$ cat src/rtl/branch_predictor.sv
// Combined BHT/BTB branch predictor: direct-mapped table of
// {valid, tag, target, 2-bit saturating counter}, combinational lookup on
// the IF PC, training and misprediction detection from EX resolution.
module branch_predictor #(
   parameter int ENTRIES = 16,
   parameter int IDX_W   = $clog2(ENTRIES),
   parameter int CNT_W   = 16
) (
   input  logic             CLK,
   input  logic             RST,
   input  logic [31:0]      if_pc,
   output logic             pred_taken,
   output logic [31:0]      pred_target,
   output logic [31:0]      pred_pc_next,
   input  logic             ex_valid,
   input  logic [31:0]      ex_pc,
   input  logic             ex_taken,
   input  logic [31:0]      ex_target,
   input  logic             ex_pred_taken,
   input  logic [31:0]      ex_pred_target,
   output logic             mispredict,
   output logic [31:0]      redirect_pc,
   output logic [CNT_W-1:0] branch_count,
   output logic [CNT_W-1:0] mispredict_count
);

   localparam int TAG_W = 30 - IDX_W;

   logic             valid_q  [ENTRIES];
   logic [TAG_W-1:0] tag_q    [ENTRIES];
   logic [31:0]      target_q [ENTRIES];
   logic [1:0]       cnt_q    [ENTRIES];

   logic [IDX_W-1:0] if_idx;
   logic [TAG_W-1:0] if_tag;
   logic             if_hit;
   logic [IDX_W-1:0] ex_idx;
   logic [TAG_W-1:0] ex_tag;
   logic             ex_hit;
   logic             unused_ok;

   // The byte offset within a word never participates in indexing or tags.
   assign unused_ok = ^{if_pc[1:0], ex_pc[1:0]};

   // Lookup: reads the registered table only, so a same-cycle update is not bypassed.
   always_comb begin
      if_idx       = if_pc[IDX_W+1:2];
      if_tag       = if_pc[31:IDX_W+2];
      if_hit       = valid_q[if_idx] && (tag_q[if_idx] == if_tag);
      pred_taken   = if_hit && cnt_q[if_idx][1];
      pred_target  = if_hit ? target_q[if_idx] : 32'd0;
      pred_pc_next = pred_taken ? pred_target : (if_pc + 32'd4);
   end

   // Resolution side: hit detection for training and the flush request.
   always_comb begin
      ex_idx      = ex_pc[IDX_W+1:2];
      ex_tag      = ex_pc[31:IDX_W+2];
      ex_hit      = valid_q[ex_idx] && (tag_q[ex_idx] == ex_tag);
      mispredict  = ex_valid && ((ex_taken != ex_pred_taken) ||
                                 (ex_taken && (ex_target != ex_pred_target)));
      redirect_pc = 32'd0;
      if (mispredict)
         redirect_pc = ex_taken ? ex_target : (ex_pc + 32'd4);
   end

   // Table training: strengthen/weaken on a hit, allocate or replace on a miss.
   always_ff @(posedge CLK or negedge RST) begin
      if (!RST) begin
         for (int i = 0; i < ENTRIES; i++) begin
            valid_q[i]  <= 1'b0;
            tag_q[i]    <= '0;
            target_q[i] <= 32'd0;
            cnt_q[i]    <= 2'b01;
         end
      end else if (ex_valid) begin
         if (ex_hit) begin
            if (ex_taken) begin
               target_q[ex_idx] <= ex_target;
               if (cnt_q[ex_idx] != 2'b11)
                  cnt_q[ex_idx] <= cnt_q[ex_idx] + 2'd1;
            end else if (cnt_q[ex_idx] != 2'b00) begin
               cnt_q[ex_idx] <= cnt_q[ex_idx] - 2'd1;
            end
         end else begin
            valid_q[ex_idx]  <= 1'b1;
            tag_q[ex_idx]    <= ex_tag;
            target_q[ex_idx] <= ex_target;
            cnt_q[ex_idx]    <= ex_taken ? 2'b10 : 2'b01;
         end
      end
   end

   // Saturating statistics counters.
   always_ff @(posedge CLK or negedge RST) begin
      if (!RST) begin
         branch_count     <= '0;
         mispredict_count <= '0;
      end else begin
         if (ex_valid && (branch_count != '1))
            branch_count <= branch_count + 1'b1;
         if (mispredict && (mispredict_count != '1))
            mispredict_count <= mispredict_count + 1'b1;
      end
   end

endmodule

$ cat config.mk
export PLATFORM = sky130hd
export DESIGN_NAME = branch_predictor
export DESIGN_NICKNAME = d
export VERILOG_FILES = /design/src/rtl/branch_predictor.sv
export SDC_FILE = /design/constraint.sdc
export NUM_CORES = 2
export LEC_CHECK = 0
export BUFFER_PORTS_ARGS = -buffer_cell sky130_fd_sc_hd__buf_2
export CAP_MARGIN = 20
export CORE_ASPECT_RATIO = 0.9
export CORE_MARGIN = 2
export CORE_UTILIZATION = 60
export CTS_BUF_LIST = sky130_fd_sc_hd__clkbuf_2 sky130_fd_sc_hd__clkbuf_4 sky130_fd_sc_hd__clkbuf_8
export DETAILED_ROUTE_END_ITERATION = 7
export GPL_ROUTABILITY_DRIVEN = 0
export PLACE_DENSITY = 0.78
export SYNTH_ARGS = -nofsm -noshare
export SYNTH_HDL_FRONTEND = slang
export SYNTH_SLANG_ARGS = --single-unit
$ cat constraint.sdc
create_clock -name CLK -period 9 [get_ports CLK]
set_clock_uncertainty 0.2 [all_clocks]
set_input_delay 0.9 -clock CLK [delete_from_list [all_inputs] [get_ports CLK]]
set_output_delay 0.9 -clock CLK [all_outputs]
set_load 0.02 [all_outputs]
# [Word-level counts from Yosys, hierarchy flattened]
# Cells that the tools add are included.
[op_classes] n_mux=45 bitwise=4 reduce_logical=13 eq_ne=10 n_lt_le_gt_ge=3 addsub=6
[op_table] op="$mux 512" count=2
[op_table] op="$bwmux 512" count=1
[op_table] op="$bwmux 416" count=1
[op_table] op="$mux 32" count=11
[op_table] op="$bmux 26 s4" count=2
[op_table] op="$mux 26" count=5
[op_table] op="$bmux 32 s4" count=1
[op_table] op="$demux 32 s4" count=1
[op_table] op="$demux 26 s4" count=1
[op_table] op="$bwmux 32" count=3
[op_table] op="$add 32x3->32 const B" count=2
[op_table] op="$eq 26x26->1" count=2
[op_table] op="$add 16x1->16 const B" count=2
[op_table] op="$ne 16x16->1 const B" count=2
[op_table] op="$ne 32x32->1" count=1
[op_table] op="$bmux 2 s4" count=2
[op_table] op="$or 16x16->16" count=1
[op_table] op="$mux 2" count=6
[op_table] op="$ge 5x5->1 const B" count=2
[op_table] op="$not 4->5" count=2
[op_table] op="$bmux 1 s4" count=2
[op_table] op="$demux 2 s4" count=1
[op_table] op="$logic_and 1x1->1" count=8
[op_table] op="$ne 3x2->1 const B" count=2
[op_table] op="other kinds (12)" count=18
[totals] word_cells=147 register_bits=1008

# [Longest topological paths before layout]
[depth] depth_word=9 depth_mapped=19 mapped_depth_nobuf=11

# [Least setup slack after synthesis]
# No wires, ideal clock.
[synth_timing] path_kind="input -> output" from="input if_pc[2]" to="output pred_pc_next[2]" arrival_ns=4.420 n_path_buf=4 cell_stages=12 path_slack_ns=3.480 cell_sequence="buf_2 > buf_2 > buf_1 > mux4_2 > a211oi_1 > a21oi_1 > xnor2_1 > nand4b_1 > or4_1 > nor3_2 > buf_2 > mux2i_1"
[synth_via] elab_chain_cells=8 elab_cells_between_ends=19
[synth_lines] item="from (decl)" line_no="11" rtl="input logic [31:0] if_pc,"
[synth_lines] item="$not 4->5 (implied by the code)" line_no="49, 50, 51"
[synth_lines] item="$bmux 26 s4" line_no="49" rtl="if_hit = valid_q[if_idx] && (tag_q[if_idx] == if_tag);"
[synth_lines] item="$mux 26 (implied by the code) (2 in a row)" line_no="49"
[synth_lines] item="$eq 26x26->1" line_no="49"
[synth_lines] item="$logic_and 1x1->1" line_no="49"
[synth_lines] item="$mux 32 / $logic_and 1x1->1 (equally long branches)" line_no="51, 50"
[synth_lines] item="$mux 32 *" line_no="52" rtl="pred_pc_next = pred_taken ? pred_target : (if_pc + 32'd4);"
[synth_lines] item="to (decl)" line_no="14" rtl="output logic [31:0] pred_pc_next,"
# Every way passes the cells marked *; elsewhere a longest branch is shown, timed or not. The select of a mux whose other input is x is not followed.

# [Worst setup path after layout]
[layout_timing] from="input if_pc[4]" to="output pred_pc_next[5]"
# Same word-level chain as after synthesis.

==> metrics.cfg <==
[critical_path]
r2r_start=tag_q[122]
crit_fanout=52
r2r-end=tag_q[234]
cp_data_arrival_time_ps=5310
cpMostUsedCell=buf_4
slowest_delay_ps=750
critical_path_class=in -> out
endpoint_kind=output pin
cp_num_buf_inv=4
critical_path.cell_chain=buf_6 > buf_4 > mux4_2 > mux2i_1 > nor2_1 > a21oi_1 > xnor2_1 > nor4bb_1 > nand4_1 > nor3_4 > buf_4 > mux2_2 > buf_2
critPathRequiredTime_ps=7900
crit_slowest_cell=a21oi_1
crit_family=buffers and inverters
r2r_cells=11
worst_setup_path_start_kind=input pin
reg2reg_slack_ps=4220

[power_and_ir_drop]
total_leakage_power_uw=0.0252
p_total_uw=13700
peakVddDrop_v=0.000147
powerDensity_nw_per_um2=233

[hold_path]
hold_start=target_q[184]
holdPathStages=1
hold_path_class=reg -> reg
min_to=target_q[184]

[drt]
dr_total_vias=35729
met1Wirelength_mm=63.8
dr.pass1.iters=8
wire_per_inst_um=31.2
ant_nets=0
route.top_layer_used=met5
vias_per_cell=6.90
drtIter0Drc=4416
wl_mm=161
wl_met2_mm=71.1
post-route-drc-count=0
met3_length_mm=19.5

[timing]
slew_headroom_pct=31.8
finalSetupTns_ps=0
drv_slew=0
rsz0062_at_grt=no
tightest_slew_ps=1020
fin_crit_sh_pct=71.2
fin_crit_ps=6410
hold_viol=0
fmax_mhz=156
setup_viol=0

[logic_synthesis]
synth_seq_cells=1008
async_flop_share_pct=100
synth_seq_area_share_pct=47.3
syn_nets=3883
synth_area_sq_um=53400
syn_inst=3741
yosysUniqueCellTypes=74
syn_area_per_cell_sq_um=14.3
ys_warn_count=0
synth_edf_count=0
synthFlopType=dfrtp_1

[finish]
design_area_sq_um=58800
area_growth_pct=10.2
drive_gt1_share_pct=42.9
nets=4035

[clock_tree]
clockRootBuffer=clkbuf_8
path_clk_slew_ps=50
clock_latency_ps=870
cts_buffers=163
htreeDepth=4
cts_hold_buffers=1
cts_setup_buffers=0
cts_tree=yes
cts-resized-gates=0
numClockSinks=1008
clockBufferDepth=3

[floorplan]
chipWidth_um=318
rows=103
die_h_um=287
dieArea_sq_um=91400
core_area_sq_um=87900
initial_core_util_pct=60.7
io_pins=263

[placed_design]
port_buffers=262
post_dp_cell_area_sq_um=55300
post-dp-hpwl_mm=99.3

[global_routing]
overflow=0
track_usage_pct=35.6
grt_pass1_wl_mm=239
grt_max_degree=177
antenna_found_initial=18
grt_pass1_vias=36189

[outcome]
status=finished, final reports clean

[job]
timing.max_cap.violations=0

-- worst max path at each step --
| stage | from | end | slack [ps] | cells after the start |
|---|---|---|---|---|
| after global placement | if_pc[2] | pred_pc_next[25] | 2740 | 13 |
| after CTS | if_pc[4] | pred_pc_next[0] | 2660 | 13 |
| after floorplan | if_pc[2] | pred_pc_next[2] | 3480 | 12 |
| after detailed placement | if_pc[2] | pred_pc_next[0] | 2660 | 13 |
| final | if_pc[4] | pred_pc_next[5] | 2590 | 13 |
| after global routing | if_pc[4] | pred_pc_next[0] | 2380 | 13 |
-- cell usage after synthesis, types with 4 or more instances --
cell | count | area, sq um
a21oi_1 | 61 | 305
mux2i_1 | 105 | 1050
nor4_1 | 15 | 93.8
buf_1 | 39 | 146
mux2_1 | 326 | 3670
a22o_1 | 6 | 52.6
clkbuf_1 | 171 | 642
mux2_2 | 646 | 7270
or2_2 | 15 | 93.8
ha_1 | 9 | 113
nor2_4 | 5 | 56.3
and3_1 | 21 | 131
buf_6 | 22 | 248
nor2b_1 | 21 | 131
inv_1 | 35 | 131
and4_1 | 24 | 210
nand4_1 | 26 | 163
o22ai_1 | 5 | 31.3
dfrtp_1 | 992 | 24800
o21ai_0 | 15 | 75.1
o211ai_1 | 7 | 52.6
a211oi_1 | 15 | 113
a221oi_1 | 5 | 43.8
nor2_1 | 110 | 413
nor2_2 | 9 | 56.3
nand2_1 | 109 | 409
and2_1 | 38 | 238
xor2_1 | 73 | 639
buf_4 | 39 | 293
or3_1 | 4 | 25.0
dfstp_2 | 16 | 420
a22oi_1 | 17 | 128
nor3_1 | 26 | 130
xnor2_1 | 91 | 797
mux4_2 | 380 | 8560
buf_2 | 81 | 405
o311a_1 | 15 | 150
a311oi_1 | 17 | 149
nand3_1 | 60 | 300
a21o_1 | 16 | 120
-- sequential cells by signal (all words and copies together), names as in the netlist --
register and count:
branch_count 16, valid_q 16, mispredict_count 16, tag_q 416, target_q 512, cnt_q 32
-- per-layer routing --
metal,up-vias,track usage (%)
met2,2224,52.1
li1,14335,-
met1,18703,49.8
met4,18,15.5
met3,449,11.1
met5,-,0
-- report_power, final --
part           internal, uW  switching (uW)  total [uW]
sequential             5600             721        6320
combinational          1700            1420        3120
clock                  2360            1920        4280
total                  9660            4060       13700
-- kinds of logic (layout without fill, tap and decap cells) --
family	count (synthesis)	after routing	share of synthesized area [%]
compound gates	210	210	2.81
xor+xnor	164	164	2.69
fa+ha+maj	9	9	0.211
buf+inv	390	660	3.57
flops	1008	1008	47.3
mux	1457	1457	38.5
other cells	0	9	0
simple gates	503	503	4.91
-- cell type report --
type,instances,area [sq um]
Antenna cell,9,22.5
Tap cell,1155,1450
Inverter,36,135
Clock inverter,27,314
Sequential cell,1008,25200
Fill cell,6289,29100
Timing Repair Buffer,341,2050
Clock buffer,256,3200
Multi-Input combinational cell,2343,26400
-- worst register-to-register path, stage by stage (launching register included) --
cell	delay, ps
dfrtp_1	410
mux4_2	490
and3_1	200
nor4_1	760
a21oi_1	130
nor4b_2	190
o2111ai_1	280
nor4_2	100
buf_4	390
nor2_4	670
buf_4	440
mux2_2	390
-- through the flow --
stage | instances | setup slack, ps | hold slack, ps | utilization [%]
5_1_grt | 5171 | 2380 | 288 | 66.9
2_1_floorplan | 3741 | 3480 | 246 | -
4_1_cts | 5165 | 2660 | 275 | 66.9
3_3_place_gp | 4881 | 2740 | 262 | 62.9
3_5_place_dp | 4881 | 2660 | 269 | 62.9
6_report | 5175 | 2590 | 281 | 66.9
-- cell usage in the layout, fill, tap and decap left out, drive strengths merged, types with 4 or more instances in the layout --
cell type	n
o311a	15
nor2	124
and2	41
a21o	16
a22oi	17
nor4	16
a21oi	61
clkbuf	257
a211oi	15
a311oi	17
o22ai	5
clkinv	13
nor3	27
nand2	109
buf	339
mux2i	105
or3	4
o21ai	16
a221oi	6
mux4	380
and3	21
nand4	26
or2	18
dfrtp	992
nand3	60
nor2b	21
xor2	73
ha	9
o211ai	7
mux2	972
dfstp	16
a22o	6
and4	24
inv	46
diode	9
xnor2	91
(Power assumes the default switching activity.)
